==> src/rtl/ddr2_write_arbiter.sv <==
// Two-master arbiter in front of the DDR2 address/write-data FIFOs.
// Round-robin grants; a burst (one address + BEATS_PER_BURST beats) is never split between masters.
module ddr2_write_arbiter #(
  parameter int BEATS_PER_BURST  = 2,
  parameter int BURSTS_PER_GRANT = 1
) (
  input  logic         clk,
  input  logic         rst,
  input  logic         p0_req,
  input  logic [30:0]  p0_af_addr_din,
  input  logic         p0_af_wr_en,
  input  logic [127:0] p0_wdf_din,
  input  logic [15:0]  p0_wdf_mask_din,
  input  logic         p0_wdf_wr_en,
  output logic         p0_af_full,
  output logic         p0_wdf_full,
  output logic         p0_grant,
  input  logic         p1_req,
  input  logic [30:0]  p1_af_addr_din,
  input  logic         p1_af_wr_en,
  input  logic [127:0] p1_wdf_din,
  input  logic [15:0]  p1_wdf_mask_din,
  input  logic         p1_wdf_wr_en,
  output logic         p1_af_full,
  output logic         p1_wdf_full,
  output logic         p1_grant,
  input  logic         af_full,
  input  logic         wdf_full,
  output logic [30:0]  af_addr_din,
  output logic         af_wr_en,
  output logic [127:0] wdf_din,
  output logic [15:0]  wdf_mask_din,
  output logic         wdf_wr_en,
  output logic         err_drop
);

  localparam int BW = $clog2(BEATS_PER_BURST) + 1;
  localparam int GW = $clog2(BURSTS_PER_GRANT) + 1;

  typedef enum logic {IDLE, GRANT} state_t;

  state_t          state, state_nx;
  logic            gsel, gsel_nx;
  logic            pref, pref_nx;
  logic            af_taken, af_taken_nx;
  logic [BW-1:0]   beat_cnt, beat_cnt_nx;
  logic [GW-1:0]   burst_cnt, burst_cnt_nx;

  logic            granted, own_req, other_req, own_af_wr, own_wdf_wr;
  logic            own_af_full, own_wdf_full, af_acc, wdf_acc;
  logic            taken_n, complete, rel_count, rel_drop, release_now, drop;
  logic [BW-1:0]   beats_n;

  assign granted    = (state == GRANT);
  assign own_req    = gsel ? p1_req : p0_req;
  assign other_req  = gsel ? p0_req : p1_req;
  assign own_af_wr  = gsel ? p1_af_wr_en : p0_af_wr_en;
  assign own_wdf_wr = gsel ? p1_wdf_wr_en : p0_wdf_wr_en;

  assign own_af_full  = af_full | af_taken;
  assign own_wdf_full = wdf_full | (beat_cnt == BW'(BEATS_PER_BURST));

  // Only strobes that the owner could legally issue ever reach the controller.
  assign af_acc  = granted & own_af_wr  & ~own_af_full;
  assign wdf_acc = granted & own_wdf_wr & ~own_wdf_full;

  assign af_wr_en     = af_acc;
  assign wdf_wr_en    = wdf_acc;
  assign af_addr_din  = gsel ? p1_af_addr_din  : p0_af_addr_din;
  assign wdf_din      = gsel ? p1_wdf_din      : p0_wdf_din;
  assign wdf_mask_din = gsel ? p1_wdf_mask_din : p0_wdf_mask_din;

  assign p0_grant    = granted & ~gsel;
  assign p1_grant    = granted &  gsel;
  assign p0_af_full  = p0_grant ? own_af_full  : 1'b1;
  assign p0_wdf_full = p0_grant ? own_wdf_full : 1'b1;
  assign p1_af_full  = p1_grant ? own_af_full  : 1'b1;
  assign p1_wdf_full = p1_grant ? own_wdf_full : 1'b1;

  assign drop = (~p0_grant & (p0_af_wr_en | p0_wdf_wr_en))
              | (~p1_grant & (p1_af_wr_en | p1_wdf_wr_en))
              | (granted & ((own_af_wr & own_af_full) | (own_wdf_wr & own_wdf_full)));

  // Completion counts writes accepted in the current cycle.
  assign taken_n   = af_taken | af_acc;
  assign beats_n   = beat_cnt + BW'(wdf_acc);
  assign complete  = granted & taken_n & (beats_n == BW'(BEATS_PER_BURST));
  assign rel_count = complete & (burst_cnt == GW'(BURSTS_PER_GRANT - 1));
  // An idle owner may only walk away between bursts, never with a write in flight.
  assign rel_drop  = granted & ~own_req & ~af_taken & (beat_cnt == '0) & ~af_acc & ~wdf_acc;
  assign release_now = rel_count | rel_drop;

  always_comb begin
    state_nx     = state;
    gsel_nx      = gsel;
    pref_nx      = pref;
    af_taken_nx  = taken_n;
    beat_cnt_nx  = beats_n;
    burst_cnt_nx = burst_cnt;
    case (state)
      IDLE: begin
        af_taken_nx  = 1'b0;
        beat_cnt_nx  = '0;
        burst_cnt_nx = '0;
        if (p0_req | p1_req) begin
          state_nx = GRANT;
          gsel_nx  = (p0_req & p1_req) ? pref : p1_req;
        end
      end
      GRANT: begin
        if (complete) begin
          af_taken_nx  = 1'b0;
          beat_cnt_nx  = '0;
          burst_cnt_nx = burst_cnt + GW'(1);
        end
        if (release_now) begin
          pref_nx      = ~gsel;
          burst_cnt_nx = '0;
          if (other_req)     gsel_nx  = ~gsel;
          else if (!own_req) state_nx = IDLE;
        end
      end
    endcase
  end

  always_ff @(posedge clk or posedge rst) begin
    if (rst) begin
      state     <= IDLE;
      gsel      <= 1'b0;
      pref      <= 1'b0;
      af_taken  <= 1'b0;
      beat_cnt  <= '0;
      burst_cnt <= '0;
      err_drop  <= 1'b0;
    end else begin
      state     <= state_nx;
      gsel      <= gsel_nx;
      pref      <= pref_nx;
      af_taken  <= af_taken_nx;
      beat_cnt  <= beat_cnt_nx;
      burst_cnt <= burst_cnt_nx;
      err_drop  <= err_drop | drop;
    end
  end

endmodule

==> config.mk <==
export PLATFORM = sky130hd
export DESIGN_NAME = ddr2_write_arbiter
export DESIGN_NICKNAME = d
export VERILOG_FILES = /design/src/rtl/ddr2_write_arbiter.sv
export SDC_FILE = /design/constraint.sdc
export NUM_CORES = 1
export LEC_CHECK = 0
export CORE_AREA = 2 2 212 214
export CTS_CLUSTER_DIAMETER = 200
export DETAILED_ROUTE_END_ITERATION = 8
export DIE_AREA = 0 0 214 216
export HOLD_SLACK_MARGIN = 0.08
export PLACE_DENSITY = 0.42
export SLEW_MARGIN = 25
export SYNTH_ARGS = -nofsm -noshare
export SYNTH_HDL_FRONTEND = slang
export SYNTH_SLANG_ARGS = --single-unit
==> constraint.sdc <==
create_clock -name clk -period 4.7 [get_ports clk]
set_clock_uncertainty 0.1 [all_clocks]
set_input_delay 0.47 -clock clk [delete_from_list [all_inputs] [get_ports clk]]
set_output_delay 0.47 -clock clk [all_outputs]
set_load 0.005 [all_outputs]
Word-level counts from Yosys, hierarchy flattened
Index checks and enable logic that the tools add are counted.
Word-level totals
  flip-flop bits (word level): 8
  bits of input ports: 360
  output and inout bits: 184
  logic and storage cells: 88
Cells by class
  $add $sub $neg: 2
  eq/ne operators: 6
  multiplexer cells: 28
  bitwise gates (word level): 42
  reduce and logical (&&, ||, !) cells: 3
Operators with widths (count)
  2-to-1 mux 128 bit: 1
  2-to-1 mux 31 bit: 1
  AND 1 bit: 20
  2-to-1 mux 1 bit: 19
  2-to-1 mux 16 bit: 1
  NOT 1 bit: 11
  bitwise OR 1 bit: 11
  one-hot mux 1 bit (2 select lines): 4
  == test 2 bit, second input constant: 2
  != test 2 x 1 -> 1 bit, second input constant: 2
  one-hot mux 2 bit (2 select lines): 1
  != test 3 x 1 -> 1 bit, second input constant: 1
  AND reduction 3 bit: 1
  adder 2 x 1 -> 2 bit: 1
  zero test 2 bit: 1
  2-to-1 mux 2 bit: 1
  != test 2 bit, second input constant: 1
  AND reduction 2 bit: 1
  adder 1 bit, second input constant: 1

Depth between registers and ports, before layout
Gate-level depths: netlist of the first run.
  depth after elaboration: 11
  gate-level depth with buffers: 10
  gate-level depth less buffers: 9

Worst setup path after synthesis of the first run
Ideal clock, no wire load.
  path kind: register -> register
  start point: register gsel
  end point: register gsel
  setup time: 124 ps
  data arrival time: 1979 ps
  setup slack: 2497 ps
  stages on the path, launching flop included: 11
  path buffers: 1
  path through: dfrtp_1 buf_6 mux2i_1 nand2b_1 nor2b_1 ha_1 nor2_1 a32oi_2 o32ai_1 a221o_1 nor2_1
On the way
  longest elaborated chain between the ends: 10
RTL lines
  start, declared: line 43  | logic gsel, gsel_nx;
  start signal, assigned: line 137  | gsel <= gsel_nx;
  2-to-1 mux 1 bit *: line 58  | assign own_wdf_wr = gsel ? p1_wdf_wr_en : p0_wdf_wr_en;
  AND 1 bit * (2 in a row): line 65  | assign wdf_acc = granted & own_wdf_wr & ~own_wdf_full;
  net wdf_wr_en: line 33  | output logic wdf_wr_en,
  adder 2 x 1 -> 2 bit: line 86  | assign beats_n = beat_cnt + BW'(wdf_acc);
  == test 2 bit: line 87  | assign complete = granted & taken_n & (beats_n == BW'(BEATS_PER_BURST));
  AND 1 bit: line 87
  AND 1 bit: line 88  | assign rel_count = complete & (burst_cnt == GW'(BURSTS_PER_GRANT - 1));
  bitwise OR 1 bit *: line 91  | assign release_now = rel_count | rel_drop;
  != test 2 x 1 -> 1 bit (no line) *
  AND reduction 3 bit (no line) *
Mark *: on every way through the listed nets, which the timed path passes. The rest lies on a longest branch. The select of a mux whose other input is x is not followed.
A chain may end at the register's enable or synchronous reset.

Worst setup path after layout of the first run
  start point: register gsel
  end point: output wdf_din[99]
On the way
  longest elaborated chain between the ends: 1
RTL lines
  2-to-1 mux 128 bit: line 70  | assign wdf_din = gsel ? p1_wdf_din : p0_wdf_din;
  end, declared: line 31  | output logic [127:0] wdf_din,
No other way between the ends.

==> results of run 1 <==
[layout make-up]
class                      instances  area (sq um)
sequential                         8           204
clock buffer                       4          78.8
timing repair buffer             545          5480
inverter                           4          15.0
multi-input combinational        230          2310
antenna                            3          7.51
fill                            4855         35000
tap                              592           741
[stage by stage]
step	utilization	setup WS [ns]	hold slack [ns]	cells	power, uW
global placement	0.200	1.75	0.370	1379	2410
detailed placement	0.200	1.77	0.375	1379	2400
CTS	0.201	1.52	0.383	1383	2560
floorplan	-	2.50	0.186	264	1010
global route	0.201	1.44	0.408	1385	2650
finish	0.201	1.56	0.380	1386	2490
[power breakdown]
group / internal [uW] / leakage (uW) / switching (uW)
clock: 113 / 0.0000382 / 31.1
sequential: 91.2 / 0.0000898 / 81.4
combinational: 1390 / 0.00295 / 783
total: 1590 / 0.00307 / 896
[critical path: stages (launching register included)]
cell,delay (ns)
sky130_fd_sc_hd__dfrtp_4,0.84
sky130_fd_sc_hd__buf_12,0.44
sky130_fd_sc_hd__mux2_2,0.39
sky130_fd_sc_hd__clkdlybuf4s50_1,0.55
[path summary, 6_finish.rpt]
path | startpoint | to | depth (start not counted)
min in group asynchronous | rst | gsel$_DFFE_PP0P_ | 2
max in group asynchronous | rst | gsel$_DFFE_PP0P_ | 2
max reg2reg | gsel$_DFFE_PP0P_ | gsel$_DFFE_PP0P_ | 9
min | err_drop$_DFF_PP0_ | err_drop$_DFF_PP0_ | 1
max | gsel$_DFFE_PP0P_ | wdf_din[99] | 3
min reg2reg | err_drop$_DFF_PP0_ | err_drop$_DFF_PP0_ | 1
[flip-flops by register name (all words and copies together), names as in the netlist]
name and cells:
err_drop 1, gsel 1, granted 1, pref 1, beat_cnt 2, af_taken 1, burst_cnt 1
[logic make-up after synthesis]
| logic type | Yosys count | synth area share |
|---|---|---|
| fa+ha+maj | 1 | 0.00475 |
| simple gates | 31 | 0.0541 |
| flops | 8 | 0.0760 |
| buf+inv | 26 | 0.0470 |
| compound gates | 18 | 0.0494 |
| xor+xnor | 1 | 0.00332 |
| mux | 179 | 0.765 |
[placed cells by master (no fill, tap or decap), drive strengths merged]
cell type      netlist  routed
a211oi               2       2
a32oi                1       1
inv                  4       4
dfrtp                8       8
a21oi                3       3
o31ai                1       1
o31a                 1       1
nor2b                3       3
diode                0       3
buf                 21       2
nand2                7       7
mux2               177     177
or3                  1       1
nand3                1       1
a221o                1       1
nand2b               2       2
clkbuf               1       4
xor2                 1       1
a2bb2oi              1       1
and3                 1       1
clkdlybuf4s50        0     543
o21ai                4       4
mux2i                2       2
ha                   1       1
o22ai                1       1
nor3                 4       4
o32ai                1       1
nor2                11      11
and2                 1       1
a31oi                1       1
o21a                 1       1
[layer usage]
layer / global-route usage / wire, um / up-vias
met1: 0.125 / 10700 / 1944
met4: 0.0168 / 298 / 12
met3: 0.0457 / 2920 / 20
met5: 0 / 73 / -
li1: - / - / 2048
met2: 0.215 / 14600 / 335
==> results, run 1 <==
- The final number of hold-violating endpoints came to 0.
- The path class of the lowest-slack min-delay path is flop to flop.
- The final weighted congestion in routability-driven placement is 0.859.
- Derived from the worst setup path, the maximum achievable clock frequency is 318 MHz.
- The number of antenna violations at the first check in global routing is 9.
- The CTS sink count is 8.
- The initial core utilization is 0.0601.
- Summed over all layers, the global routing overflow is 0.
- Entering global routing, the biggest net connects between 70 and 80 pins.
- Setup slack on the worst reg-to-reg path comes out at roughly 1.8 ns.
- In this run the number of H-tree levels came out at 1.
- The netlist area before placement is 0.00264 sq mm.
- The critical path is of the flop to output pin type.
- Data on the critical path arrives at its endpoint at around 2.6 ns.
- The area enclosed by the die boundary is about 0.046 sq mm.
- Counting flops with a built-in enable in the synthesized netlist gives 0.
- The largest vdd supply drop is 0.129 mV.
- After the last flow step, the layout net total stands at 1153.
- Of the cells placed in the final design, the portion with a size suffix greater than 1 is 0.233.
- The measured slew at the worst slew-check pin is between 0.6 and 0.7 ns.
- Among all flip-flop cells after synthesis, the most frequent one is sky130_fd_sc_hd__dfrtp_1.
- Of the post-synthesis cell area, the dominant cell type holds 0.752.
- The CTS buffer count is 3.
- The number of library cell types mapped by synthesis is 32.
- Of all nets on the critical path, the largest fanout is 74.
- Buffers placed on the I/O ports in this run total 543.
- The width of the chip is 214 um.
- The clock network latency to the later pin of the worst-skew pair is 0.23 ns.
- The number of synthesized register bits is 8.
- The type of element launching the critical path is a flop.
- The gate count after technology mapping is 264.
- The die is about 220 um tall.
- The routed wire length per instance is 20.6 um.
- The share of the yosys chip area belonging to registers is 0.0760.
- The initial detailed-routing violation count is 98.
- In this run the static leakage power is approximately 0.0031 uW.
- For the worst setup path, the data required time is 4.13 ns.
- The via count of the first global-routing pass is 4679.
- After synthesis, the share of flip-flops with an asynchronous set or reset is 1.00.
- The aggregate global-route resource usage is 0.116.
- The final count of negative-setup-slack endpoints is 0.
- The fraction of the cycle the final worst path needs is 0.668.
- The number of pins with negative max-slew slack in the final report was 0.
- Setup repair after global routing left no endpoint under its margin.
- The tightest slew margin relative to the limit is 0.539.
- The number of iterations in the first detailed-routing pass is 4.
- Detailed placement ended at an HPWL of 25900 um.
- The leading area contributor after synthesis is sky130_fd_sc_hd__mux2_2.
- The most common cell in the synthesized netlist is sky130_fd_sc_hd__mux2_2.
- In the final timing run, aggregate negative setup slack is 0 ns.
- After detailed routing, the number of vias per cell comes to 3.15.
- The placeable core region is 0.0438 sq mm.
- The area growth from synthesis to layout is 235%.
- The critical path endpoint category is an output pin.
- Max-cap violations in this run came to 0.
- The root buffer selected by CTS is sky130_fd_sc_hd__clkbuf_16.
- The count of warnings emitted by yosys is 0.
- The final standard cell area without fillers is 0.00883 sq mm.
- For this block, the via count after detailed routing is roughly 4400.
- The power density relative to cell area is ~280 mW/mm^2.
- TritonCTS built the clock tree.
- The number of rows in the core area is slightly below 80.
- The first global-routing pass estimated 37900 um of wire.
- The number of buffers on the longest clock path is 2.
- After detailed routing, the total wire length is about 29000 um.
- After clock tree synthesis, the repair step resized 0 gates.
- The clock period could shrink to 3.14 ns.
- The synthesized area per cell is 9.98 sq um.
- After synthesis, the most frequently instantiated cells are 176 x sky130_fd_sc_hd__mux2_2, 15 x sky130_fd_sc_hd__buf_2, 11 x sky130_fd_sc_hd__nor2_1.
- The post-CTS clock slew at the launch and capture registers of the worst setup and hold paths is 0.04 ns.
- The count of unresolved DRC violations after routing is 0.
- The run finished with clean final reports.
- The top-level I/O count is 544.
- The placed instances occupy a cell area of 0.00875 sq mm.
- Sorting the synthesized cells by area gives the leading types as sky130_fd_sc_hd__mux2_2 75%, sky130_fd_sc_hd__dfrtp_1 7.6%, sky130_fd_sc_hd__buf_2 2.8%.
- The hold buffer count at cts is 0.
- The number of nets produced by synthesis is 625.
- In this run the remaining antenna-violating nets after routing total 0.
- The post-CTS repair timing setup buffer count is 0.
(Power assumes the default switching activity.)
==> inputs of run 2 (changes only) <==
- CORE_AREA: 2 2 212 214 -> 2 2 210 212
- DIE_AREA: 0 0 214 216 -> 0 0 212 214
- clock period: 4.7 -> 3.2 ns (I/O delays scaled with it)
==> results, run 2 (synthesis gave the netlist of run 1 again) <==
- In the final timing run, aggregate negative setup slack is 0 ns.
- The via count of the first global-routing pass is 4767.
- In the routed layout, each cell is associated on average with a via count of 3.17.
- Port buffering added roughly 540 buffers.
- The aggregate global-route resource usage is 0.0896.
- The CTS buffer count is 3.
- The origin of the critical flop-to-flop path is gsel$_DFFE_PP0P_.
- The delay of the slowest cell on the worst path is 0.46 ns.
- After legalization and detailed placement, the total HPWL measured between 15000 and 20000 um.
- Power spread over the standard cell area amounts to 397 mW/mm^2.
- The number of vias in the routed layout is 4362.
- The worst path in the final design needs a cycle of 2.62 ns, including I/O delays and setup.
- The number of rows in the core area is 76.
- The clock tree from TritonCTS is yes.
- The number of antenna violations at the first check in global routing is 2.
- The hold buffer count at cts is 0.
- The overflow left after global routing is 0.
- The final number of hold-violating endpoints is 0.
- The leakage power is 0.00308 uW.
- Setup violations remaining at the end of the flow were counted as 0.
- CTS placed an instance of sky130_fd_sc_hd__clkbuf_16 at the clock tree root.
- The maximum number of pins on one net before global-route repair is 100.
- The tightest slew margin relative to the limit is 0.594.
- By startpoint and endpoint, the worst setup path is classified as flop to output pin.
- The critical path data arrival time is 2.20 ns.
- The run finished with clean final reports.
- The final weighted congestion in routability-driven placement is 0.790.
- The number of pins with negative max-slew slack in the final report was 0.
- The area enclosed by the die boundary is 0.0454 sq mm.
- In the final routed layout, each cell accounts on average for 16.2 um.
- The largest vdd supply drop is 0.314 mV.
- The post-CTS repair timing setup buffer count is 0.
- The longest clock path from root to sink contains 2 buffers.
- The initial utilization of the core area, before any placement, comes to 0.0614.
- The path class of the lowest-slack min-delay path is primary input to asynchronous set/reset pin.
- The number of buffer and inverter instances along the worst setup path is 3.
- Summing all multi-input logic gate instances after layout gives 0.00231 sq mm.
- The critical path endpoint category is an output pin.
- The final-layout fill cell count is 4722.
- The global-route wire length before repair is 30200 um.
- The clock network latency to the later pin of the worst-skew pair is around 0.24 ns.
- The count of unresolved DRC violations after routing is 0.
- The leading cell type in the layout, fill and taps excluded is sky130_fd_sc_hd__clkdlybuf4s50_1.
- The core region is 0.0429 sq mm.
- Across the run, the number of max-cap violations was 0.
- The initial detailed-routing violation count is 63.
- The fraction of the cycle the final worst path needs is 0.817.
- Of the cells placed in the final design, the portion with a size suffix greater than 1 is 0.235.
- The number of gates resized after CTS was 0.
- Once detail routing completed, the nets flagged for antenna violations numbered 0.
- The beginning of the critical path is gsel$_DFFE_PP0P_.
- The number of iterations in the first detailed-routing pass is 4.
- For the pin with the worst max-slew slack, the measured transition is just over 0.6 ns.
- On the critical path the largest part of the delay comes from buffers and inverters.
- The tightest hold path in the finished design has a slack of between 0.2 and 0.3 ns.
- The data required time at the worst endpoint is 2.78 ns.
- The layout overhead on the synthesized area is 235%.
- The type of element launching the critical path is a flop.
- The largest driver fanout on the critical path is 65.
- The tree built by TritonCTS fans out to 8 sinks.
- Leaving out fill and tap cells, the most frequent cells in the layout are 543 x sky130_fd_sc_hd__clkdlybuf4s50_1, 176 x sky130_fd_sc_hd__mux2_2, 11 x sky130_fd_sc_hd__nor2_1.
- Setup repair after global routing left no endpoint under its margin.
- CTS built an H-tree with a depth of 1.
- Based on the critical path, the design can be clocked at up to 382 MHz.
- The design draws 3510 uW.
- The register with the most flip-flops in the layout has 2 of them.
- The cell with the biggest individual delay on the critical path is sky130_fd_sc_hd__clkdlybuf4s50_1.
- The number of nets in the final layout is roughly 1200.
- Walking the worst path, the cells encountered are buf_12 > buf_4 > mux2_2 > clkdlybuf4s50_1.
- For flop-to-flop paths, the worst setup slack is 0.80 ns.
- The repair_antennas step left the layout with diodes totalling 0.
- From bottom edge to top edge, the die measures 214 um.
- More flip-flops sit in one register than any other, and that register is beat_cnt.
- The width of the chip is around 210 um.
- Pin placement for this block handled 544 I/O pins.
- The post-CTS clock slew at the launch and capture registers of the worst setup and hold paths is 0.04 ns.
- In the final layout, flip-flops and latches occupy between 200 and 250 sq um.
- The total length of routed wires is 22300 um.
==> run 2: cell count changes in the layout (fill, tap and decap cells not counted) <==
cell                      before  now
sky130_fd_sc_hd__diode_2       3    0
sky130_fd_sc_hd__buf_4         0    2
==> run 2: report_power, final <==
part	switching (uW)	total, uW	internal [uW]
Clock	59.1	226	167
Sequential	39.7	175	135
Combinational	1060	3110	2050
Total	1160	3510	2350
==> run 2: per-stage QoR <==
step / utilization / instances / instance area, sq um / setup WS, ns
after global routing: 0.206 / 1378 / 8830 / 0.491
after detailed placement: 0.204 / 1374 / 8750 / 0.537
final: 0.206 / 1378 / 8830 / 0.584
after CTS: 0.206 / 1378 / 8830 / 0.541
after floorplan: - / 264 / 2640 / 0.997
after global placement: 0.204 / 1374 / 8750 / 0.516
==> run 2: final timing paths <==
| kind | depth (start not counted) | to |
|---|---|---|
| min | 2 | beat_cnt[1]$_DFF_PP0_ |
| max in group asynchronous | 2 | gsel$_DFFE_PP0P_ |
| max | 4 | wdf_din[81] |
| min reg2reg | 1 | err_drop$_DFF_PP0_ |
| max reg2reg | 9 | gsel$_DFFE_PP0P_ |
| min in group clk | 1 | err_drop$_DFF_PP0_ |
==> run 2: layer usage <==
layer / share of wire / GRT usage
met3: 0.10 / 0.0254
met1: 0.33 / 0.0824
met2: 0.56 / 0.192
met5: 0.00081 / 0
met4: 0.0064 / 0.00986
==> run 2: final cells by class <==
| type | count | share of cell area |
|---|---|---|
| timing repair buffer | 547 | 0.622 |
| multi-input combinational | 230 | 0.262 |
| tap | 585 | 0.0829 |
| sequential | 8 | 0.0231 |
| clock buffer | 4 | 0.00893 |
| inverter | 4 | 0.00170 |
==> inputs of run 3 (changes only) <==
- clock period: 3.2 -> 2.45 ns (I/O delays scaled with it)
==> results, run 3 (synthesis gave the netlist of run 1 again) <==
- The aggregate global-route resource usage is 0.0894.
- The number of buffers on the longest clock path is 2.
- The number of antenna violations at the first check in global routing is 1.
- The setup TNS is 0 ns.
- The worst setup path is launched from a flop.
- The critical path endpoint category is an output pin.
- Using the TritonRoute via totals, the vias-per-cell ratio works out to 3.14.
- The largest driver fanout on the critical path is 33.
- TritonCTS built the clock tree.
- The flip-flop count of the largest register, all copies and words added is 2.
- Once detailed placement completed, the half-perimeter wirelength came to 20100 um.
- The area enclosed by the die boundary is 0.0454 sq mm.
- The worst-case IR drop observed on VDD is 0.194 mV.
- The number of buffer and inverter instances along the worst setup path is 3.
- For the worst setup path, the data arrival time is 2.05 ns.
- Setup violations remaining at the end of the flow were counted as 0.
- The fraction of final layout cells sized beyond drive strength 1 is 0.254.
- The data required time at the worst endpoint is about 2.1 ns.
- The top-level I/O count is 544.
- The count of nets left with antenna violations once routing finished came out at 0.
- The path class of the lowest-slack min-delay path is primary input to asynchronous set/reset pin.
- For this design, the slowest cell found on the critical path is sky130_fd_sc_hd__dfrtp_4.
- The number of rows in the core area is 76.
- Entering global routing, the biggest net connects 51 pins.
- The largest register by flop count is beat_cnt.
- Max-cap violations in this run came to 0.
- From bottom edge to top edge, the die measures roughly 210 um.
- The routed wire length per instance is 16.6 um.
- The post-CTS clock slew at the launch and capture registers of the worst setup and hold paths is ~0.040 ns.
- The count of placed standard cells including taps is about 1400.
- The fmax is 417 MHz.
- On the critical path the largest part of the delay comes from buffers and inverters.
- The root buffer selected by CTS is sky130_fd_sc_hd__clkbuf_16.
- The CTS buffer count is 3.
- The layer flagged by global routing as most heavily used is met2.
- The power after layout is 4860 uW.
- The placeable core region is 0.0429 sq mm.
- Measured against its own limit, the worst slew margin works out to 0.648.
- The maximum level of the CTS H-tree is 1.
- Summed over all layers, the global routing overflow is 0.
- Wires add up to 23000 um.
- Routability-driven placement finished with a final weighted congestion of 0.806.
- The met3 demand-to-capacity share in global routing is 0.0239.
- The layout overhead on the synthesized area is 243%.
- The delay of the slowest cell on the worst path is 0.48 ns.
- The top cell types in the final layout, fill and taps aside, are 533 x sky130_fd_sc_hd__clkdlybuf4s50_1, 176 x sky130_fd_sc_hd__mux2_2, 11 x sky130_fd_sc_hd__nor2_1.
- The first detailed-routing pass ran for 6 iterations.
- For this design the static power due to leakage is 0.00325 uW.
- The final number of hold-violating endpoints was 0.
- The routed layout has around 4400 vias.
- The final hold slack is 0.170 ns.
- With fillers left out, the area of the finished cells amounts to 0.00905 sq mm.
- Setup repair after global routing could not meet its margin everywhere.
- The initial utilization of the core area, before any placement, comes to 0.0614.
- The global-route wire length before repair is 30100 um.
- The met2 track demand over resource is 0.192.
- The post-layout minimum cycle time is 2.40 ns.
- The measured slew at the worst slew-check pin is around 0.52 ns.
- In the finished design, the share of the clock period the worst path needs comes to 0.979.
- In this run the tool buffered the top-level ports with roughly 540 buffer cells.
- The initial detailed-routing violation count is between 40 and 50.
- The startpoint-to-endpoint class of the critical path is flop to output pin.
- The met1 track demand over resource is 0.0827.
- In this run the cell area measured after placement is just under 0.009 sq mm.
- For this design, the CTS-stage hold fixing added 0 buffers.
- At the end of the flow, the number of nets in the layout was 1168.
- For the worst-skew pair, the clock arrives at the later sink with an insertion delay of 0.23 ns.
- Walking the worst path, the cells encountered are buf_16 > clkbuf_16 > mux2_2 > clkdlybuf4s50_1.
- The CTS sink count is 8.
- The run finished with clean final reports.
- The die is approximately 210 um wide.
- The number of standard cells in the layout, taps in and fillers out is 1391.
- The number of diodes is 0.
- For this run, design rule violations remaining after detail routing come to 0.
- The via count of the first global-routing pass is roughly 4700.
- For this design the ratio of total power to cell area is 537 mW/mm^2.
- The leading cell type in the layout, fill and taps excluded is sky130_fd_sc_hd__clkdlybuf4s50_1.
- The number of pins with negative max-slew slack in the final report was 0.
[run 3: changes by cell type in the layout (fill, tap and decap cells not counted), moves of 3 or more]
cell	delta
sky130_fd_sc_hd__buf_16	+3
sky130_fd_sc_hd__buf_4	+8
sky130_fd_sc_hd__buf_6	+3
sky130_fd_sc_hd__clkdlybuf4s50_1	-10
sky130_fd_sc_hd__dlygate4sd2_1	+3
sky130_fd_sc_hd__dlymetal6s2s_1	+6
[run 3: path summary, 6_finish.rpt]
| check | start | to | slack, ns | cells past startpoint |
|---|---|---|---|---|
| max in group asynchronous | rst | gsel$_DFFE_PP0P_ | 1.81 | 2 |
| hold reg to reg | err_drop$_DFF_PP0_ | err_drop$_DFF_PP0_ | 0.39 | 1 |
| hold / removal | rst | af_taken$_DFF_PP0_ | 0.17 | 2 |
| min in group clk | err_drop$_DFF_PP0_ | err_drop$_DFF_PP0_ | 0.39 | 1 |
| setup reg to reg | gsel$_DFFE_PP0P_ | gsel$_DFFE_PP0P_ | 0.12 | 9 |
| setup / recovery | gsel$_DFFE_PP0P_ | af_addr_din[11] | 0.05 | 4 |
[run 3: power breakdown]
group          internal [uW]  switching, uW  total (uW)
sequential               177           55.0         232
combinational           2860           1490        4350
clock                    217           65.9         283
total                   3250           1610        4860
[run 3: timing repair]
action,in CTS,in global routing
cloned,0,2
pin swaps,0,1
setup buffers,0,1
setup endpoints to repair,31,74
gates resized for setup,7,13
[run 3: metal layers]
| layer | part of all wire | wire length [um] |
|---|---|---|
| met5 | 0.00056 | 13 |
| met4 | 0.0068 | 157 |
| met3 | 0.097 | 2240 |
| met2 | 0.56 | 13000 |
| met1 | 0.33 | 7640 |
[run 3: per-stage QoR]
step                setup WS, ns  utilization
detailed placement       -0.0961        0.206
CTS                     -0.00726        0.208
global route            -0.00526        0.211
floorplan                  0.247            -
global placement         -0.0621        0.206
finish                    0.0511        0.211
[run 3: layout make-up]
type	count	area, sq um
Fill cell	4690	33800
Timing Repair Buffer	560	5680
Multi-Input combinational cell	230	2340
Tap cell	585	732
Sequential cell	8	204
Clock buffer	4	78.8
Inverter	4	15.0
